### src/rtl/uart_rx_hex.sv
// 8N1 UART receiver that decodes ASCII hex characters into a nibble.
// Valid digits are presented on dout one cycle ahead of a single-cycle come strobe.
//
// state | meaning
// ------+-----------------------------------------------------------
// IDLE  | line idle, waiting for a falling edge on the synchronised rxd
// START | timing to mid start bit, rejects glitches
// DATA  | sampling 8 data bits LSB first, one per DIV cycles
// STOP  | timing to mid stop bit, checks framing and decodes the byte
// EMIT  | digit loaded on dout, come fires on the following cycle
module uart_rx_hex #(
  parameter int DIV = 5208,
  parameter int CW  = 16
) (
  input  logic       clk,
  input  logic       rst,
  input  logic       rxd,
  output logic [3:0] dout,
  output logic       come,
  output logic [7:0] rx_byte,
  output logic       bad_char,
  output logic       frame_err,
  output logic       busy
);

  typedef enum logic [2:0] {IDLE, START, DATA, STOP, EMIT} state_t;

  localparam logic [CW-1:0] BIT_LAST  = CW'(DIV - 1);
  localparam logic [CW-1:0] HALF_LAST = CW'(DIV / 2 - 1);

  state_t        state;
  logic [CW-1:0] cnt;
  logic [2:0]    bit_idx;
  logic [7:0]    shreg;
  logic          rxd_m;
  logic          rxd_s;
  logic          rxd_d;
  logic          start_det;
  logic          hex_ok;
  logic [3:0]    hex_val;

  always_ff @(posedge clk or negedge rst) begin
    if (!rst) begin
      rxd_m <= 1'b1;
      rxd_s <= 1'b1;
      rxd_d <= 1'b1;
    end else begin
      rxd_m <= rxd;
      rxd_s <= rxd_m;
      rxd_d <= rxd_s;
    end
  end

  assign start_det = rxd_d & ~rxd_s;

  // Letters A-F / a-f have low nibble 1..6, so adding 9 yields 10..15.
  always_comb begin
    hex_ok  = 1'b1;
    hex_val = 4'h0;
    if (shreg >= 8'h30 && shreg <= 8'h39)
      hex_val = shreg[3:0];
    else if ((shreg >= 8'h41 && shreg <= 8'h46) || (shreg >= 8'h61 && shreg <= 8'h66))
      hex_val = shreg[3:0] + 4'd9;
    else
      hex_ok = 1'b0;
  end

  always_ff @(posedge clk or negedge rst) begin
    if (!rst) begin
      state     <= IDLE;
      cnt       <= '0;
      bit_idx   <= 3'd0;
      shreg     <= 8'h00;
      dout      <= 4'hF;
      come      <= 1'b0;
      rx_byte   <= 8'h00;
      bad_char  <= 1'b0;
      frame_err <= 1'b0;
    end else begin
      come      <= 1'b0;
      bad_char  <= 1'b0;
      frame_err <= 1'b0;
      case (state)
        IDLE: begin
          if (start_det) begin
            cnt   <= '0;
            state <= START;
          end
        end
        START: begin
          if (cnt == HALF_LAST) begin
            cnt <= '0;
            if (!rxd_s) begin
              bit_idx <= 3'd0;
              state   <= DATA;
            end else begin
              state <= IDLE;
            end
          end else begin
            cnt <= cnt + 1'b1;
          end
        end
        DATA: begin
          if (cnt == BIT_LAST) begin
            cnt   <= '0;
            shreg <= {rxd_s, shreg[7:1]};
            if (bit_idx == 3'd7)
              state <= STOP;
            else
              bit_idx <= bit_idx + 3'd1;
          end else begin
            cnt <= cnt + 1'b1;
          end
        end
        STOP: begin
          if (cnt == BIT_LAST) begin
            cnt <= '0;
            if (rxd_s) begin
              rx_byte <= shreg;
              if (hex_ok) begin
                dout  <= hex_val;
                state <= EMIT;
              end else begin
                bad_char <= 1'b1;
                state    <= IDLE;
              end
            end else begin
              frame_err <= 1'b1;
              state     <= IDLE;
            end
          end else begin
            cnt <= cnt + 1'b1;
          end
        end
        EMIT: begin
          come  <= 1'b1;
          state <= IDLE;
        end
        default: state <= IDLE;
      endcase
    end
  end

  assign busy = (state != IDLE);

endmodule

### config.mk
export PLATFORM = sky130hd
export DESIGN_NAME = uart_rx_hex
export DESIGN_NICKNAME = d
export VERILOG_FILES = /design/src/rtl/uart_rx_hex.sv
export SDC_FILE = /design/constraint.sdc
export NUM_CORES = 1
export LEC_CHECK = 0
export CORE_MARGIN = 2
export CORE_UTILIZATION = 30
export CTS_CLUSTER_DIAMETER = 200
export DETAILED_ROUTE_END_ITERATION = 8
export HOLD_SLACK_MARGIN = 0.03
export PLACE_DENSITY = 0.56
export SLEW_MARGIN = 15
export SYNTH_ARGS = -nofsm -noshare
export SYNTH_HDL_FRONTEND = slang
export SYNTH_SLANG_ARGS = --single-unit
### constraint.sdc
create_clock -name clk -period 3.04 [get_ports clk]
set_input_delay 0.608 -clock clk [delete_from_list [all_inputs] [get_ports clk]]
set_output_delay 0.608 -clock clk [all_outputs]
set_load 0.005 [all_outputs]
* Word level (Yosys, flattened, before mapping)
Index checks and enable logic that the tools add are counted.
Widths: inputs -> output; s select.
** Storage, ports and cells
- Output and inout port bits :: 16
- Register bits after elaboration :: 48
- Input bits :: 3
- Logic and storage cells :: 82
** Cells by class
- Eq/ne operators :: 14
- Add/subtract/negate cells :: 3
- Reductions and logical operators :: 15
- Bitwise operators :: 2
- Muxes and demuxes :: 30
- Order comparisons :: 6
** Operator list (count)
- $mux 16 :: 3
- $pmux 16 s3 :: 1
- $mux 3 :: 11
- $add 16x1->16 const B :: 1
- $eq 16x12->1 const B :: 1
- $eq 16x13->1 const B :: 1
- $ge 8x7->1 const B :: 2
- $le 8x7->1 const B :: 2
- $ne 2x2->1 const B :: 7
- $pmux 3 s4 :: 1
- $mux 1 :: 10
- $reduce_and 5->1 :: 2
- $ge 8x6->1 const B :: 1
- $le 8x6->1 const B :: 1
- $mux 4 :: 2
- $eq 3x2->1 const B :: 2
- $eq 3x3->1 const B :: 2
- $pmux 3 s2 :: 1
- $reduce_bool 3->1 :: 2
- $add 4x4->4 const B :: 1
- $reduce_and 2->1 :: 2
- $reduce_and 4->1 :: 1
- $add 3x1->3 const B :: 1
- $eq 3x1->1 const B :: 1
- 9 further kinds :: 11

* Longest topological paths before layout
Gate-level depths: netlist of run 1.
- Depth after elaboration :: 9
- Depth in mapped cells :: 8
- Depth with buffers taken out :: 7

* Least setup slack after synthesis of run 1
Ideal clock, no wire load.
- Path type :: register -> register
- Start :: reg cnt[0]
- End :: reg shreg[5]
- Data arrival time :: 2424 ps
- Stages on the path, launching flop included :: 8
- Period minus slack after synthesis :: 2549 ps
- Setup slack :: 491 ps
- Cell sequence :: dfrtp_1 -> ha_1 -> or4b_4 -> or4_1 -> buf_2 -> nor2_2 -> buf_4 -> mux2_2
** On the way
- Longest elaborated chain between the ends :: 2
** Ends and longest elaborated chain
- start: declaration :: line 32 : logic [CW-1:0] cnt;
- start signal: assignment :: line 100 : cnt <= cnt + 1'b1;
- start signal: assignment :: line 112 : cnt <= cnt + 1'b1;
- start signal: assignment :: line 132 : cnt <= cnt + 1'b1;
- $eq 16x13->1 :: line 104 : if (cnt == BIT_LAST) begin
- $reduce_and 2->1 (no line)
- end signal: assignment :: line 106 : shreg <= {rxd_s, shreg[7:1]};
- end: declaration :: line 34 : logic [7:0] shreg;
Every way passes these cells.
A chain may end at the register's enable or synchronous reset.

* Final worst setup path of run 1
- Start :: reg cnt[0]
- End :: reg cnt[5]
** On the way
- Longest elaborated chain between the ends :: 3
- Elaborated cells between the ends (all ways) :: 6
- Classes of those cells :: add/sub (1); eq/ne (2); mux (3)
** Ends and longest elaborated chain
- $add 16x1->16, or another cell as far along :: line 100, 112, 132
- $mux 16 (on tied branches) :: line 104, 116, 91
- $pmux 16 s3 (*) :: line 83 : case (state)
Mark *: on every way between the ends. The rest lies on a longest branch, timed or not.

==> flow_metrics.tcl, run 1 <==
set metrics [dict create \
    syn2layout_area_growth_pct 18.6 \
    crit_end "cnt[5]$_DFFE_PN0P_" \
    power.total_mw 1.41 \
    finalHoldViolCount 0 \
    reg2reg_to "cnt[5]$_DFFE_PN0P_" \
    antenna_found_initial 0 \
    synthCells 242 \
    crit_required_ns 3.24 \
    wl_per_cell_um 14.4 \
    worstSkewPairLatency_ns 0.31 \
    grt_pass1_vias 1875 \
    drc_errors 0 \
    dp_hpwl_um 3620 \
    startpoint_type "flip-flop" \
    post-route-util 0.366 \
    synth_seq_cells 48 \
    drtIter0Drc 104 \
    via_count 1882 \
    port-buffer-count 18 \
    fp-row-count 33 \
    max_slew_margin 0.411 \
    initial_core_util 0.308 \
    drive_above_1_share 0.205 \
    cp-end-kind "flip-flop" \
    clock-sinks 48 \
    fin_tns_setup_ns 0 \
    async_flop_share 1.00 \
    cts_buffers 5 \
    viasPerCell 5.10 \
    status "complete, no violations" \
    layout.nets 272 \
    path_class "reg2reg" \
    worst_slew_pin_slew_ns 0.884 \
    arrival_ns 2.99 \
    clock_tree.root_cell "clkbuf_8" \
    fin_crit_ns 2.80 \
    cts_tree "built" \
    grt_usage 0.130 \
    grt_pass1_wl_um 9290 \
    report.final.slew_viol_count 0 \
    path_max_fanout 10 \
    place.gp.congestion 0.777 \
    finalCritPeriodShare 0.920 \
    postSynthNetCount 251 \
    antenna_cells 0 \
    hold_buffers 0 \
    fp.dieH_um 95.9 \
    p_leak_nw 1.28 \
    synth_area_per_cell_um2 10.5 \
    post_cts_buffers 0 \
    cp-startpoint "cnt[0]$_DFFE_PN0P_" \
    drt_pre_antenna_iters 4 \
    synth_area_mm2 0.00253 \
    dieArea_mm2 0.00920 \
    clock_skew_ns 0.0108 \
    yosysUniqueCellTypes 50 \
    cts_buffer_depth 2 \
    hold_path_class "reg2reg" \
    cts_resized 0 \
    reg2reg_depth 6 \
    routed_wl_um 5310 \
    ioPinCount 19 \
    grt_max_degree 49 \
    gr-total-overflow 0 \
    fmax_mhz 358 \
    ys.flop_type "dfrtp_1" \
    synth-seq-area-share 0.478 \
    synth-edff-count 0 \
    r2r_slack_ns 0.24 \
    cts_max_level 2 \
    coreArea_mm2 0.00822 \
    die_x_um 95.9 \
    final_antenna_net_count 0 \
    ys_warn_count 0 \
    clkTransAtPathRegs_ns 0.09 \
    cap_violations 0 \
    rsz0062_at_grt "no" \
    vdd_ir_drop_max_uv 293 \
    setup_viol 0 \
    p_per_area_mw_per_mm2 471 \
    r2r_start "cnt[0]$_DFFE_PN0P_" \
]
-- state kept, by name, indices dropped and copies added, names as in the netlist --
| signal | cells |
|---|---|
| cnt | 16 |
| rx_byte | 8 |
| shreg | 8 |
| dout | 4 |
| bit_idx | 3 |
| state | 3 |
| bad_char | 1 |
| come | 1 |
| frame_err | 1 |
| rxd_d | 1 |
| rxd_m | 1 |
| rxd_s | 1 |
-- how the worst min path moves through the flow --
stage | startpoint | to | slack [ns] | cells after the start
finish | rxd_m$_DFF_PN1_ | rxd_s$_DFF_PN1_ | 0.36 | 0
global route | rxd_m$_DFF_PN1_ | rxd_s$_DFF_PN1_ | 0.37 | 0
CTS | rxd_m$_DFF_PN1_ | rxd_s$_DFF_PN1_ | 0.36 | 0
detailed placement | rxd_m$_DFF_PN1_ | rxd_s$_DFF_PN1_ | 0.35 | 0
global placement | rxd_m$_DFF_PN1_ | rxd_s$_DFF_PN1_ | 0.35 | 0
floorplan | rst | bad_char$_DFF_PN0_ | 0.31 | 0
-- layout make-up --
cell class,instances,area (um^2)
Fill cell,796,5210
Multi-Input combinational cell,174,1240
Sequential cell,48,1210
Timing Repair Buffer,27,243
Tap cell,105,131
Clock inverter,3,90.1
Clock buffer,5,68.8
Inverter,7,26.3
-- cell usage after synthesis (2+ instances only) --
master     n  share of area
a21o_1     2         0.0059
a21oi_1    8          0.016
a22o_1     9          0.031
a31o_2     2         0.0069
and2_1     4         0.0099
and3_1     3         0.0074
and4_1     2         0.0069
clkbuf_1  10          0.015
dfrtp_1   41           0.40
dfstp_2    7          0.073
ha_1       6          0.030
inv_1      7          0.010
mux2_2    17          0.076
mux2i_1    4          0.016
nand2_1   17          0.025
nand2b_1   4         0.0099
nand3_1    6          0.012
nand3b_1   2         0.0059
nand4_1    5          0.012
nand4b_1   3          0.010
nor2_1    11          0.016
nor2_2     2         0.0049
nor2b_1    5          0.012
nor3_1     9          0.018
nor4_1     7          0.017
o21a_1     3         0.0089
o21ai_0   15          0.030
o21ai_1    2         0.0040
or3_1      3         0.0074
or3b_2     3          0.010
or4_1      2         0.0059
or4bb_1    2         0.0089
xnor2_1    2         0.0069
-- where the power goes --
group	total, mW	internal [mW]	switching, mW	leakage (nW)
Sequential	0.668	0.654	0.0142	0.643
Combinational	0.103	0.0408	0.0622	0.558
Clock	0.644	0.411	0.233	0.0784
Total	1.41	1.11	0.309	1.28
-- layout by cell type, fill, tap and decap left out, types with 3 or more instances in the layout --
cell type	netlist	routed
clkdlybuf4s50_1	0	17
nand4b_1	3	3
nand4_1	5	5
nor4_1	7	7
and2_1	4	4
inv_1	7	7
or3b_2	3	3
nor2_1	11	11
o21ai_0	15	15
clkbuf_8	0	5
or3_1	3	3
dfrtp_1	41	41
o21a_1	3	3
a22o_1	9	9
and3_1	3	3
nand2_1	17	17
mux2_2	17	17
nor2b_1	5	5
a21oi_1	8	8
mux2i_1	4	4
buf_4	1	9
dfstp_2	7	7
nor3_1	9	9
nand2b_1	4	4
bufinv_16	0	3
ha_1	6	6
nand3_1	6	6
-- kinds of logic (layout without fill, tap and decap cells) --
logic type | count (synthesis) | count (layout) | synth area share
buffers and inverters | 20 | 42 | 0.0346
xor gates and xnor gates | 2 | 2 | 0.00691
DFF | 48 | 48 | 0.478
muxes | 21 | 21 | 0.0914
and+or+nand+nor | 96 | 96 | 0.225
AOI/OAI and AO/OA | 49 | 49 | 0.135
adders and majority gates | 6 | 6 | 0.0296
-- per-layer routing --
layer  up-vias  routed length (um)  GRT usage
li1        928                   -          -
met1       907                2800      0.193
met2        42                2290      0.189
met3         5                 141     0.0219
met4         0                  79     0.0440
met5         -                   0          0
-- worst max-delay path, stage by stage, from the launching register on --
cell,delay [ns]
dfrtp_1,0.41
ha_1,0.27
or4b_4,0.51
or4_1,0.70
a2bb2oi_4,0.29
nor2_1,0.23
a22o_1,0.28
-- stage by stage --
| step | cells | setup WS [ns] | instance area, um^2 | hold WS (ns) |
|---|---|---|---|---|
| 2_1_floorplan | 242 | 0.491 | 2530 | 0.312 |
| 3_3_place_gp | 361 | 0.335 | 2850 | 0.347 |
| 3_5_place_dp | 361 | 0.278 | 2850 | 0.347 |
| 4_1_cts | 369 | 0.263 | 3010 | 0.361 |
| 5_1_grt | 369 | 0.119 | 3010 | 0.369 |
| 6_report | 369 | 0.244 | 3010 | 0.360 |
(Power assumes the default switching activity.)
==> inputs of run 2 (changes only) <==
Settings changed: CTS_CLUSTER_SIZE set to 16, SLEW_MARGIN 15 to unset.
Clock period 3.04 ns to 3.2 ns, I/O delays scaled along.
==> flow_metrics.tcl, run 2 (synthesis results as in run 1) <==
set metrics [dict create \
    path_class "reg2reg" \
    post_cts_buffers 0 \
    arrival_ns 3.10 \
    p_leak_nw 1.23 \
    cp_top_family "simple AND/OR/NAND/NOR gates" \
    cts_buffers 5 \
    cts_buffer_depth 2 \
    fp-row-count 33 \
    place.gp.congestion 0.828 \
    layout_commonest_cell "dfrtp_1" \
    routed_wl_um 5430 \
    clock_skew_ns 0.00848 \
    setup_viol 0 \
    cts_resized 0 \
    holdPathStages 0 \
    worst_slew_pin_slew_ns 1.07 \
    finalCritPeriodShare 0.904 \
    antenna_found_initial 0 \
    cpMaxStageDelayCell "or4_1" \
    top_regs "cnt x16, rx_byte x8, shreg x8" \
    cts_max_level 2 \
    gr-total-overflow 0 \
    regMostFlops "cnt" \
    fin_crit_ns 2.89 \
    path_max_fanout 12 \
    drtIter0Drc 124 \
    die_x_um 95.9 \
    worstSkewPairLatency_ns 0.31 \
    ioPinCount 19 \
    status "complete, no violations" \
    drive_above_1_share 0.192 \
    path_buf_inv 0 \
    fin_cells 365 \
    via_count 1883 \
    drt_pre_antenna_iters 4 \
    crit_path_max_incr_delay_ns 0.70 \
    largest_register_ffs 16 \
    crit_required_ns 3.40 \
    final_cell_area_mm2 0.00293 \
    drc_errors 0 \
    initial_core_util 0.308 \
    rsz0062_at_grt "no" \
    worst_slack_ns 0.307 \
    hold_path_class "reg2reg" \
    clock-sinks 48 \
    syn2layout_area_growth_pct 15.7 \
    placed_cells 357 \
    final_antenna_net_count 0 \
    pre_cts_slack_ns 0.316 \
    finalHoldViolCount 0 \
    fmax_mhz 346 \
    grt_pass1_wl_um 9160 \
    grt_max_degree 49 \
    layout.nets 268 \
    antenna_cells 0 \
    r2r_slack_ns 0.31 \
    reg2reg_to "cnt[5]$_DFFE_PN0P_" \
    reg2reg_depth 6 \
    vdd_ir_drop_max_uv 192 \
    grt_pass1_vias 1790 \
    wl_per_cell_um 14.9 \
    mostFrequentLayoutCells "dfrtp_1 (41), nand2_1 (17), mux2_2 (17), clkdlybuf4s50_1 (17), o21ai_0 (15)" \
    viasPerCell 5.16 \
    grt_usage 0.129 \
    cp-end-kind "flip-flop" \
    hold_ws_ns 0.356 \
    cts_tree "built" \
    cap_violations 0 \
    crit_chain "ha_1 -> or4b_4 -> or4_1 -> a2bb2oi_4 -> nor2_1 -> a22o_1" \
    clock_tree.root_cell "clkbuf_8" \
    fin_tns_setup_ns 0 \
    placed_cell_area_mm2 0.00282 \
    r2r_start "cnt[0]$_DFFE_PN0P_" \
    p_per_area_mw_per_mm2 405 \
    report.final.slew_viol_count 0 \
    fp.dieH_um 95.9 \
    port-buffer-count 18 \
    holdPathEnd "rxd_s$_DFF_PN1_" \
    dp_hpwl_um 3720 \
    dieArea_mm2 0.00920 \
    max_slew_margin 0.289 \
    hold_buffers 0 \
    startpoint_type "flip-flop" \
    coreArea_mm2 0.00822 \
    clkTransAtPathRegs_ns 0.10 \
    hold_start "rxd_m$_DFF_PN1_" \
]
[run 2: changes by cell type in the layout (fill, tap and decap cells not counted), sizes merged]
| cell | change |
|---|---|
| clkinvlp | +1 |
| bufinv | -2 |
| inv | +1 |
| buf | -4 |
[run 2: metrics by stage]
stage	util	power [mW]
detailed placement	0.343	0.743
global placement	0.343	0.740
global route	0.357	1.25
floorplan	-	0.705
finish	0.357	1.19
CTS	0.357	1.20
[run 2: worst max-delay path by stage]
stage,slack [ns],end,cells past startpoint,startpoint
3_5_place_dp,0.32,cnt[10]$_DFFE_PN0P_,6,cnt[0]$_DFFE_PN0P_
6_report,0.31,cnt[5]$_DFFE_PN0P_,6,cnt[0]$_DFFE_PN0P_
5_1_grt,0.11,cnt[10]$_DFFE_PN0P_,7,cnt[0]$_DFFE_PN0P_
2_1_floorplan,0.65,shreg[5]$_DFFE_PN0P_,7,cnt[0]$_DFFE_PN0P_
4_1_cts,0.30,cnt[13]$_DFFE_PN0P_,6,cnt[0]$_DFFE_PN0P_
3_3_place_gp,0.39,cnt[10]$_DFFE_PN0P_,5,cnt[3]$_DFFE_PN0P_
[run 2: cell type report]
type	instances	area, um^2
multi-input combinational	174	1240
clock inverter	3	46.3
clock buffer	5	68.8
inverter	7	26.3
tap	105	131
timing repair buffer	23	213
fill	814	5290
sequential	48	1210
[run 2: report_power, final]
part | internal (mW) | switching [mW] | leakage [nW]
logic | 0.0376 | 0.0570 | 0.536
clock network | 0.236 | 0.223 | 0.0548
registers | 0.621 | 0.0139 | 0.643
[run 2: routing by layer]
layer  wire [um]  global-route usage  up-vias  part of all wire
met5           0                   0        -                 0
met3         205              0.0274        9             0.038
met1        2740               0.184      916              0.51
met4         107              0.0488        0             0.020
li1            -                   -      921                 -
met2        2370               0.191       37              0.44
